===== src/rtl/udp_rx_payload_reader.sv =====
// Payload RAM read sequencer: on each packet-complete pulse it walks the
// payload RAM from address 0 and streams the bytes out on a valid/ready byte
// interface with first/last markers, counting packets it has to drop.
module udp_rx_payload_reader #(
  parameter int ADDR_W  = 11,
  parameter int HDR_LEN = 8
) (
  input  logic              clk,
  input  logic              rst_n,
  input  logic              rec_valid,
  input  logic [15:0]       rec_len,
  output logic [ADDR_W-1:0] ram_raddr,
  input  logic [7:0]        ram_rdata,
  output logic [7:0]        m_data,
  output logic              m_valid,
  input  logic              m_ready,
  output logic              m_first,
  output logic              m_last,
  output logic [15:0]       m_len,
  output logic              busy,
  output logic              overrun,
  output logic [15:0]       drop_cnt
);

  typedef enum logic [1:0] {IDLE, ISSUE, DRAIN} state_t;

  // Two slots absorb backpressure; the third covers the two-cycle
  // address->RAM->FIFO loop so a continuously ready sink sees no bubbles.
  localparam int          DEPTH    = 3;
  localparam logic [16:0] MAX_PLEN = 17'(2 ** ADDR_W);

  state_t            state, state_nx;
  logic [ADDR_W:0]   cnt;      // reads issued this packet
  logic [ADDR_W:0]   cnt_nx;
  logic [ADDR_W:0]   pidx;     // bytes written into the FIFO this packet
  logic              pend;     // ram_raddr carries a live read this cycle
  logic              arrive;   // ram_rdata carries a live byte this cycle
  logic [9:0]        fifo [DEPTH];
  logic [1:0]        wptr, rptr, fcnt;
  logic [2:0]        occ;
  logic [15:0]       plen;
  logic              len_ok, start, drop, issue, push, pop, done;
  logic              first_b, last_b;

  assign plen    = rec_len - 16'(HDR_LEN);
  assign len_ok  = (rec_len > 16'(HDR_LEN)) && ({1'b0, plen} <= MAX_PLEN);
  assign busy    = (state != IDLE);
  assign start   = (state == IDLE) && rec_valid && len_ok;
  assign drop    = rec_valid && !start;
  assign push    = arrive;
  assign m_valid = (fcnt != 2'd0);
  assign pop     = m_valid && m_ready;
  assign m_data  = fifo[rptr][7:0];
  assign m_first = m_valid && fifo[rptr][8];
  assign m_last  = m_valid && fifo[rptr][9];
  assign first_b = (pidx == '0);
  assign last_b  = (16'(pidx) == m_len - 16'd1);
  // Slots already claimed once this cycle's pop is accounted for.
  assign occ     = {1'b0, fcnt} + {2'b0, arrive} + {2'b0, pend} - {2'b0, pop};
  assign done    = !pend && !arrive && ((fcnt == 2'd0) || ((fcnt == 2'd1) && pop));

  // Next state and read-issue decision.
  always_comb begin
    state_nx = state;
    issue    = 1'b0;
    cnt_nx   = cnt;
    case (state)
      IDLE:  if (start) state_nx = ISSUE;
      ISSUE: begin
        issue  = (16'(cnt) < m_len) && (occ < 3'd3);
        cnt_nx = cnt + {{ADDR_W{1'b0}}, issue};
        if (16'(cnt_nx) == m_len) state_nx = DRAIN;
      end
      DRAIN: if (done) state_nx = IDLE;
      default: state_nx = IDLE;
    endcase
  end

  // State, read address sequencing, packet length and drop bookkeeping.
  always_ff @(posedge clk or negedge rst_n) begin
    if (!rst_n) begin
      state     <= IDLE;
      ram_raddr <= '0;
      cnt       <= '0;
      pidx      <= '0;
      pend      <= 1'b0;
      arrive    <= 1'b0;
      m_len     <= '0;
      overrun   <= 1'b0;
      drop_cnt  <= '0;
    end else begin
      state  <= state_nx;
      arrive <= pend;
      if (push) pidx <= pidx + 1'b1;
      if (start) begin
        // Address 0 goes out on the cycle right after the start pulse.
        m_len     <= plen;
        ram_raddr <= '0;
        cnt       <= {{ADDR_W{1'b0}}, 1'b1};
        pend      <= 1'b1;
        pidx      <= '0;
        overrun   <= 1'b0;
      end else begin
        pend <= issue;
        if (issue) begin
          ram_raddr <= ram_raddr + 1'b1;
          cnt       <= cnt_nx;
        end
      end
      if (rec_valid && busy) overrun <= 1'b1;
      if (drop && (drop_cnt != 16'hFFFF)) drop_cnt <= drop_cnt + 16'd1;
    end
  end

  // Output FIFO: bytes tagged with first/last as they return from the RAM.
  always_ff @(posedge clk or negedge rst_n) begin
    if (!rst_n) begin
      for (int i = 0; i < DEPTH; i++) fifo[i] <= '0;
      wptr <= '0;
      rptr <= '0;
      fcnt <= '0;
    end else begin
      if (push) begin
        fifo[wptr] <= {last_b, first_b, ram_rdata};
        wptr       <= (wptr == 2'(DEPTH - 1)) ? 2'd0 : wptr + 2'd1;
      end
      if (pop) rptr <= (rptr == 2'(DEPTH - 1)) ? 2'd0 : rptr + 2'd1;
      fcnt <= fcnt + {1'b0, push} - {1'b0, pop};
    end
  end

endmodule


===== config.mk =====
export PLATFORM = sky130hd
export DESIGN_NAME = udp_rx_payload_reader
export DESIGN_NICKNAME = d
export VERILOG_FILES = /design/src/rtl/udp_rx_payload_reader.sv
export SDC_FILE = /design/constraint.sdc
export NUM_CORES = 1
export LEC_CHECK = 0
export BUFFER_PORTS_ARGS = -buffer_cell sky130_fd_sc_hd__buf_2
export CAP_MARGIN = 30
export CORE_MARGIN = 5
export CORE_UTILIZATION = 50
export CTS_CLUSTER_DIAMETER = 30
export DETAILED_ROUTE_END_ITERATION = 6
export PLACE_DENSITY = 0.73
export SETUP_SLACK_MARGIN = 0.05
export SYNTH_ARGS = -nofsm -noshare
export SYNTH_HDL_FRONTEND = slang
export SYNTH_SLANG_ARGS = --single-unit
export TNS_END_PERCENT = 30

===== constraint.sdc =====
create_clock -name clk -period 4.65 [get_ports clk]
set_input_delay 0.465 -clock clk [delete_from_list [all_inputs] [get_ports clk]]
set_output_delay 0.465 -clock clk [all_outputs]
set_load 0.01 [all_outputs]

### After elaboration in Yosys (flattened, before gate mapping)

Cells that the tools add are included.
W data, S select, Z words.

* word-level logic and storage cells: 100
* register bits: 108
* bits of input ports: 28

* reduce and logical (&&, ||, !) cells: 29
* order comparisons: 7
* add/subtract/negate cells: 13
* bitwise logic cells: 2
* mux-type cells: 23
* eq/ne operators: 11

Operators with widths (number)
* $mux W12: 5
* $eq A12 B16 Y1: 2
* $bwmux W30: 1
* $mux W10: 3
* $mux W11: 2
* $bmux W10 S2: 1
* $demux W10 S2: 1
* $add A16 B1 Y16 const B: 1
* $gt A16 B4 Y1 const B: 1
* $le A16 B12 Y1 const B: 1
* $lt A12 B16 Y1: 1
* $ne A16 B16 Y1 const B: 1
* $sub A16 B1 Y16 const B: 1
* $sub A16 B4 Y16 const B: 1
* $logic_and A1 B1 Y1: 14
* $add A12 B1 Y12: 1
* $add A12 B1 Y12 const B: 1
* $logic_not A12 Y1: 1
* $reduce_bool A2 Y1: 6
* $add A11 B1 Y11 const B: 1
* $mux W2: 5
* $eq A2 B2 Y1 const B: 3
* $ge A3 B3 Y1 const B: 2
* $ne A2 B2 Y1 const B: 3
* other kinds (17): 26

### Logic depth before layout (Yosys ltp)

* word-level depth: 9
* gate-level depth with buffers: 23
* mapped depth without buffers: 20

### Worst setup path before layout

Ideal clock, no wire load.

* path kind: register -> register
* start point: register fcnt[1]
* end point: register state[1]
* cell stages (with the launch flop): 23
* path buffers: 3
* data required time: 4.584 ns
* setup time: 0.066 ns
* slack: 0.006 ns
* clock period less this slack: 4.644 ns
* data arrival time: 4.578 ns
* cells stage by stage: dfrtp_1 -> nor2_1 -> inv_1 -> nand2_1 -> inv_1 -> ha_1 -> fa_1 -> inv_1 -> fa_1 -> a221o_1 -> a21o_1 -> buf_6 -> clkbuf_1 -> inv_1 -> ha_1 -> ha_1 -> clkbuf_1 -> nand3_1 -> xnor2_1 -> nand4_1 -> a211o_1 -> nor4b_1 -> a22o_1

* word-level cells in the longest chain between the ends: 9
* elaborated cells on any way between the ends: 17
* classes of those cells: add/sub (4); order compare (1); eq/ne (4); reduce/logical (8)

RTL lines
* start: declaration: line 39 `logic [1:0] wptr, rptr, fcnt;`
* start signal: assignment: line 128 `fcnt <= fcnt + {1'b0, push} - {1'b0, pop};`
* $reduce_bool A2 Y1 *: line 51 `assign m_valid = (fcnt != 2'd0);`
* via m_valid: line 15 `output logic m_valid,`
* $logic_and A1 B1 Y1 *: line 52 `assign pop = m_valid && m_ready;`
* via pop: line 42 `logic len_ok, start, drop, issue, push, pop, done;`
* $sub A3 B1 Y3: line 59 `assign occ = {1'b0, fcnt} + {2'b0, arrive} + {2'b0, pend} - {2'b0, pop};`
* $lt A3 B2 Y1: line 70 `issue = (16'(cnt) < m_len) && (occ < 3'd3);`
* $logic_and A1 B1 Y1: line 70
* $add A12 B1 Y12: line 71 `cnt_nx = cnt + {{ADDR_W{1'b0}}, issue};`
* $eq A12 B16 Y1: line 72 `if (16'(cnt_nx) == m_len) state_nx = DRAIN;`
* $ne A2 B2 Y1 (no source line)
* $reduce_and A3 Y1 (no source line) *
* end signal: assignment: line 92 `state <= state_nx;`
* end: declaration: line 32 `state_t state, state_nx;`

The timed path passes the listed nets; every way through them passes the cells marked *.
A chain may end at the register's enable or synchronous reset.

### Worst setup path in the final report

* start point: register fcnt[0]
* end point: register state[1]

* word-level cells in the longest chain between the ends: 9
* elaborated cells on any way between the ends: 17
* classes of those cells: add/sub (4); order compare (1); eq/ne (4); reduce/logical (8)

RTL lines (line)
* $reduce_bool A2 Y1 *: 51
* $logic_and A1 B1 Y1 *: 52
* via pop: 42
* $sub A3 B1 Y3: 59
* $lt A3 B2 Y1: 70
* $logic_and A1 B1 Y1: 70
* $add A12 B1 Y12: 71
* $eq A12 B16 Y1: 72
* $ne A2 B2 Y1 (no source line)
* $reduce_and A3 Y1 (no source line) *

Marked as above.

==> metrics <==
final wirelength 15810 µm; Crit Path Class reg2reg; drt pass-1 iters 5; period utilization 94.28%; post-synthesis sequential area ratio 42.02%; CTS sink cnt 108; top cells by area, synth dfrtp_1 (42%), xnor2_1 (6.1%), ha_1 (4.7%), nand2_1 (4.1%), mux2_2 (3.3%); Logic pwr share 43.2%; routed vias/inst 5.799; Slew HR 44.99%; Post-Synth XOR/XNOR Area 8.442%; # hold bufs at CTS 0; busiest grt layer met2; met1 Use GR 30.06%; first-pass GRT wire length 26540 µm; Antenna Nets Post-Route 0; dpl hpwl 11560 µm; number of synthesized flops with an enable pin 0; Synth cell types 64; arrival time worst endpoint 4670 ps; Worst R2R Path Depth 19; Synth area leader dfrtp_1; gr usage total 22.11%; power share of the sequential group 37.6%; peak supply drop 303.3 µV; root buffer cell clkbuf_16; share of the synthesized area in the top cell type 42.02%; Final nets 817; site row count 41; die area 15230 µm²; Synthesized Nets 747; Top FF cell, synth dfrtp_1; max cap viols 0; most frequent cell after synthesis dfrtp_1; share of cells above drive strength 1 18.62%; R2R Path End state[1]; CP max FO 7; FF-to-FF Start fcnt[0]; final setup TNS 0 ps; Core Area 12620 µm²; status finished clean; CTS tree built; mux cell area share after synthesis 5.524%; Die Y 123.4 µm; Setup Viol. Count Final 0; via count 5451; Final Util 58.11%; Worst-Margin Slew 825.2 ps; starting DRC count in detailed routing 436; ANT cells 0; H-tree Lvls 3; clock insertion delay at the later pin of the skew report 360 ps; Hold Vio Cnt, Final 0; RD Place Congestion 0.9112; Int Power 0.002452 W; most frequent cells after synthesis dfrtp_1 (108), nand2_1 (71), xnor2_1 (45), inv_1 (44), nor2_1 (39); Initial Util 50.97%; GR Util met3 5.855%; # port buffers 83; complex-gate fraction of the synthesized area 12.23%; largest net degree at the start of global routing 64; Simple-Gate Fraction of Synth Area 21.45%; clk slew on worst S/H paths 80 ps; Max Root-Sink Buffers 2; main combinational cell family by area after synthesis simple AND/OR/NAND/NOR gates; # IOs 84; Worst R2R Setup Slack 270 ps; GRT Residual Overflow 0; switching share of total power 40.55%; static leakage 3.334 nW; crit path capture type flop; Mapped Area 6432 µm²; FMAX 228.1 MHz; unrepaired setup endpoints after global routing no; Worst EP required 4940 ps; DRC Markers 0; Clock power frac 19.2%; FFs w/ async S/R, synth 100.0%; Seq cells post-synth 108; wire length per cell 16.82 µm; die width 123.4 µm; Syn Area/Cell 9.282 µm²; number of global-route vias before repair 5440; Syn. warnings 0; Worst Skew 14.62 ps; initial antenna violation count 0; met2 usage 34.59%; P&R area growth vs syn 14.01%; worst min-delay path category in2async; Post-Synth Adder-Cell Area 5.291%; Post-Synthesis Cells 693; CTS Buf Count 9; PD cells 562.5 nW/µm²; Filler Cell Count 1141; Tot Pwr 0.004125 W; Switching Power 0.001673 W; min cycle time layout 4384 ps; Final Max Tran Viols 0; crit start category flop
power groups by stage:
stage	Sequential, W	Combinational (W)	Clock [W]
detailed placement	0.00156	0.00172	0
CTS	0.00154	0.00173	0.000819
floorplan	0.00147	0.00127	0
global placement	0.00154	0.00165	0
global route	0.00159	0.00200	0.000860
finish	0.00155	0.00178	0.000794
area by class of cell:
type                    count  area (µm²)  area share (%)
multi-input cells         505        3442           46.94
flip-flops and latches    108        2703           36.85
inverters                  45       168.9           2.303
well taps                 172       215.2           2.935
clock buffers              10       229.0           3.122
repair buffers             94       498.0           6.791
clock inverters             6       77.57           1.058
metrics by stage:
step	setup WS, ps	std cells	hold WS [ps]	instance area (µm²)
after detailed placement	44.06	922	370.2	6978
after CTS	100.6	938	220.0	7291
after floorplan	99.29	693	169.4	6434
final	266.1	940	176.1	7333
after global placement	257.1	922	362.4	6978
after global routing	42.35	940	261.6	7333
routing by layer:
metal  up-vias  part of all wire [%]
met1      2626                    43
met3        27                   8.6
met2       190                    46
met4         0                   2.0
li1       2608                     -
met5         -                     0
cells in the final DEF (no fill, tap or decap), types with 3 or more instances in the layout:
cell type / synthesis / layout
o31ai_1: 8 / 8
inv_1: 44 / 44
mux2_2: 19 / 19
nand2b_1: 4 / 4
nor3_1: 18 / 18
dfrtp_1: 108 / 108
nor2_1: 39 / 38
o21ai_0: 37 / 37
a21oi_1: 21 / 21
and3_1: 16 / 16
mux2i_1: 13 / 13
nor4_1: 15 / 15
a211o_1: 3 / 3
a211oi_1: 3 / 3
buf_4: 3 / 11
a31oi_1: 4 / 4
or4_1: 11 / 11
o22ai_1: 3 / 3
ha_1: 24 / 23
or3_1: 8 / 8
o21ai_1: 11 / 11
and4_1: 3 / 3
nand3_1: 26 / 26
xor2_1: 17 / 17
nand2_1: 71 / 71
or2_2: 3 / 3
clkbuf_16: 0 / 9
a21o_1: 5 / 5
a22o_1: 4 / 4
xnor2_1: 45 / 45
and2_1: 7 / 7
nor2b_1: 3 / 3
nand4_1: 25 / 25
buf_2: 4 / 83
o211ai_1: 4 / 4
cells by family (layout without fill, tap and decap cells):
kind of cell | Yosys count | after routing
mux | 33 | 33
compound gates | 121 | 121
flops | 108 | 108
xor+xnor | 62 | 62
simple gates | 263 | 263
fa+ha+maj | 26 | 26
buf+inv | 80 | 155
worst max-delay path by stage:
stage / start / end / slack, ps / depth (start not counted)
final: fcnt[0] / state[1] / 270 / 19
after global routing: fcnt[0] / state[1] / 40 / 19
after CTS: fcnt[0] / state[1] / 100 / 19
after detailed placement: fcnt[0] / state[1] / 40 / 19
after global placement: fcnt[0] / state[1] / 260 / 19
after floorplan: fcnt[1] / state[1] / 100 / 22
critical path, stage by stage (launching register included):
cell	delay [ps]
dfrtp_1	410
nor2_2	160
inv_1	70
nand2_1	120
inv_1	80
ha_1	290
fa_1	370
inv_1	80
fa_1	400
a221o_1	380
a21o_1	170
inv_1	100
ha_4	180
ha_1	180
buf_4	160
xnor2_1	90
or3_1	310
a211o_1	300
nor4b_4	250
a22o_1	190
sequential cells by signal, indices dropped and copies added, names as in the netlist, 2 cells and up:
name / flops
state: 2
fifo: 30
m_len: 16
fcnt: 2
pidx: 12
wptr: 2
drop_cnt: 16
cnt: 12
rptr: 2
ram_raddr: 11
timing repair:
| action | 4_1_cts | 5_1_grt |
|---|---|---|
| endpoints found under the setup margin | 2 | 2 |
| buffers inserted | 0 | 1 |
| pin swaps | 0 | 2 |
| resized for setup | 1 | 5 |
No activity file was read; power rests on OpenSTA's default activity.
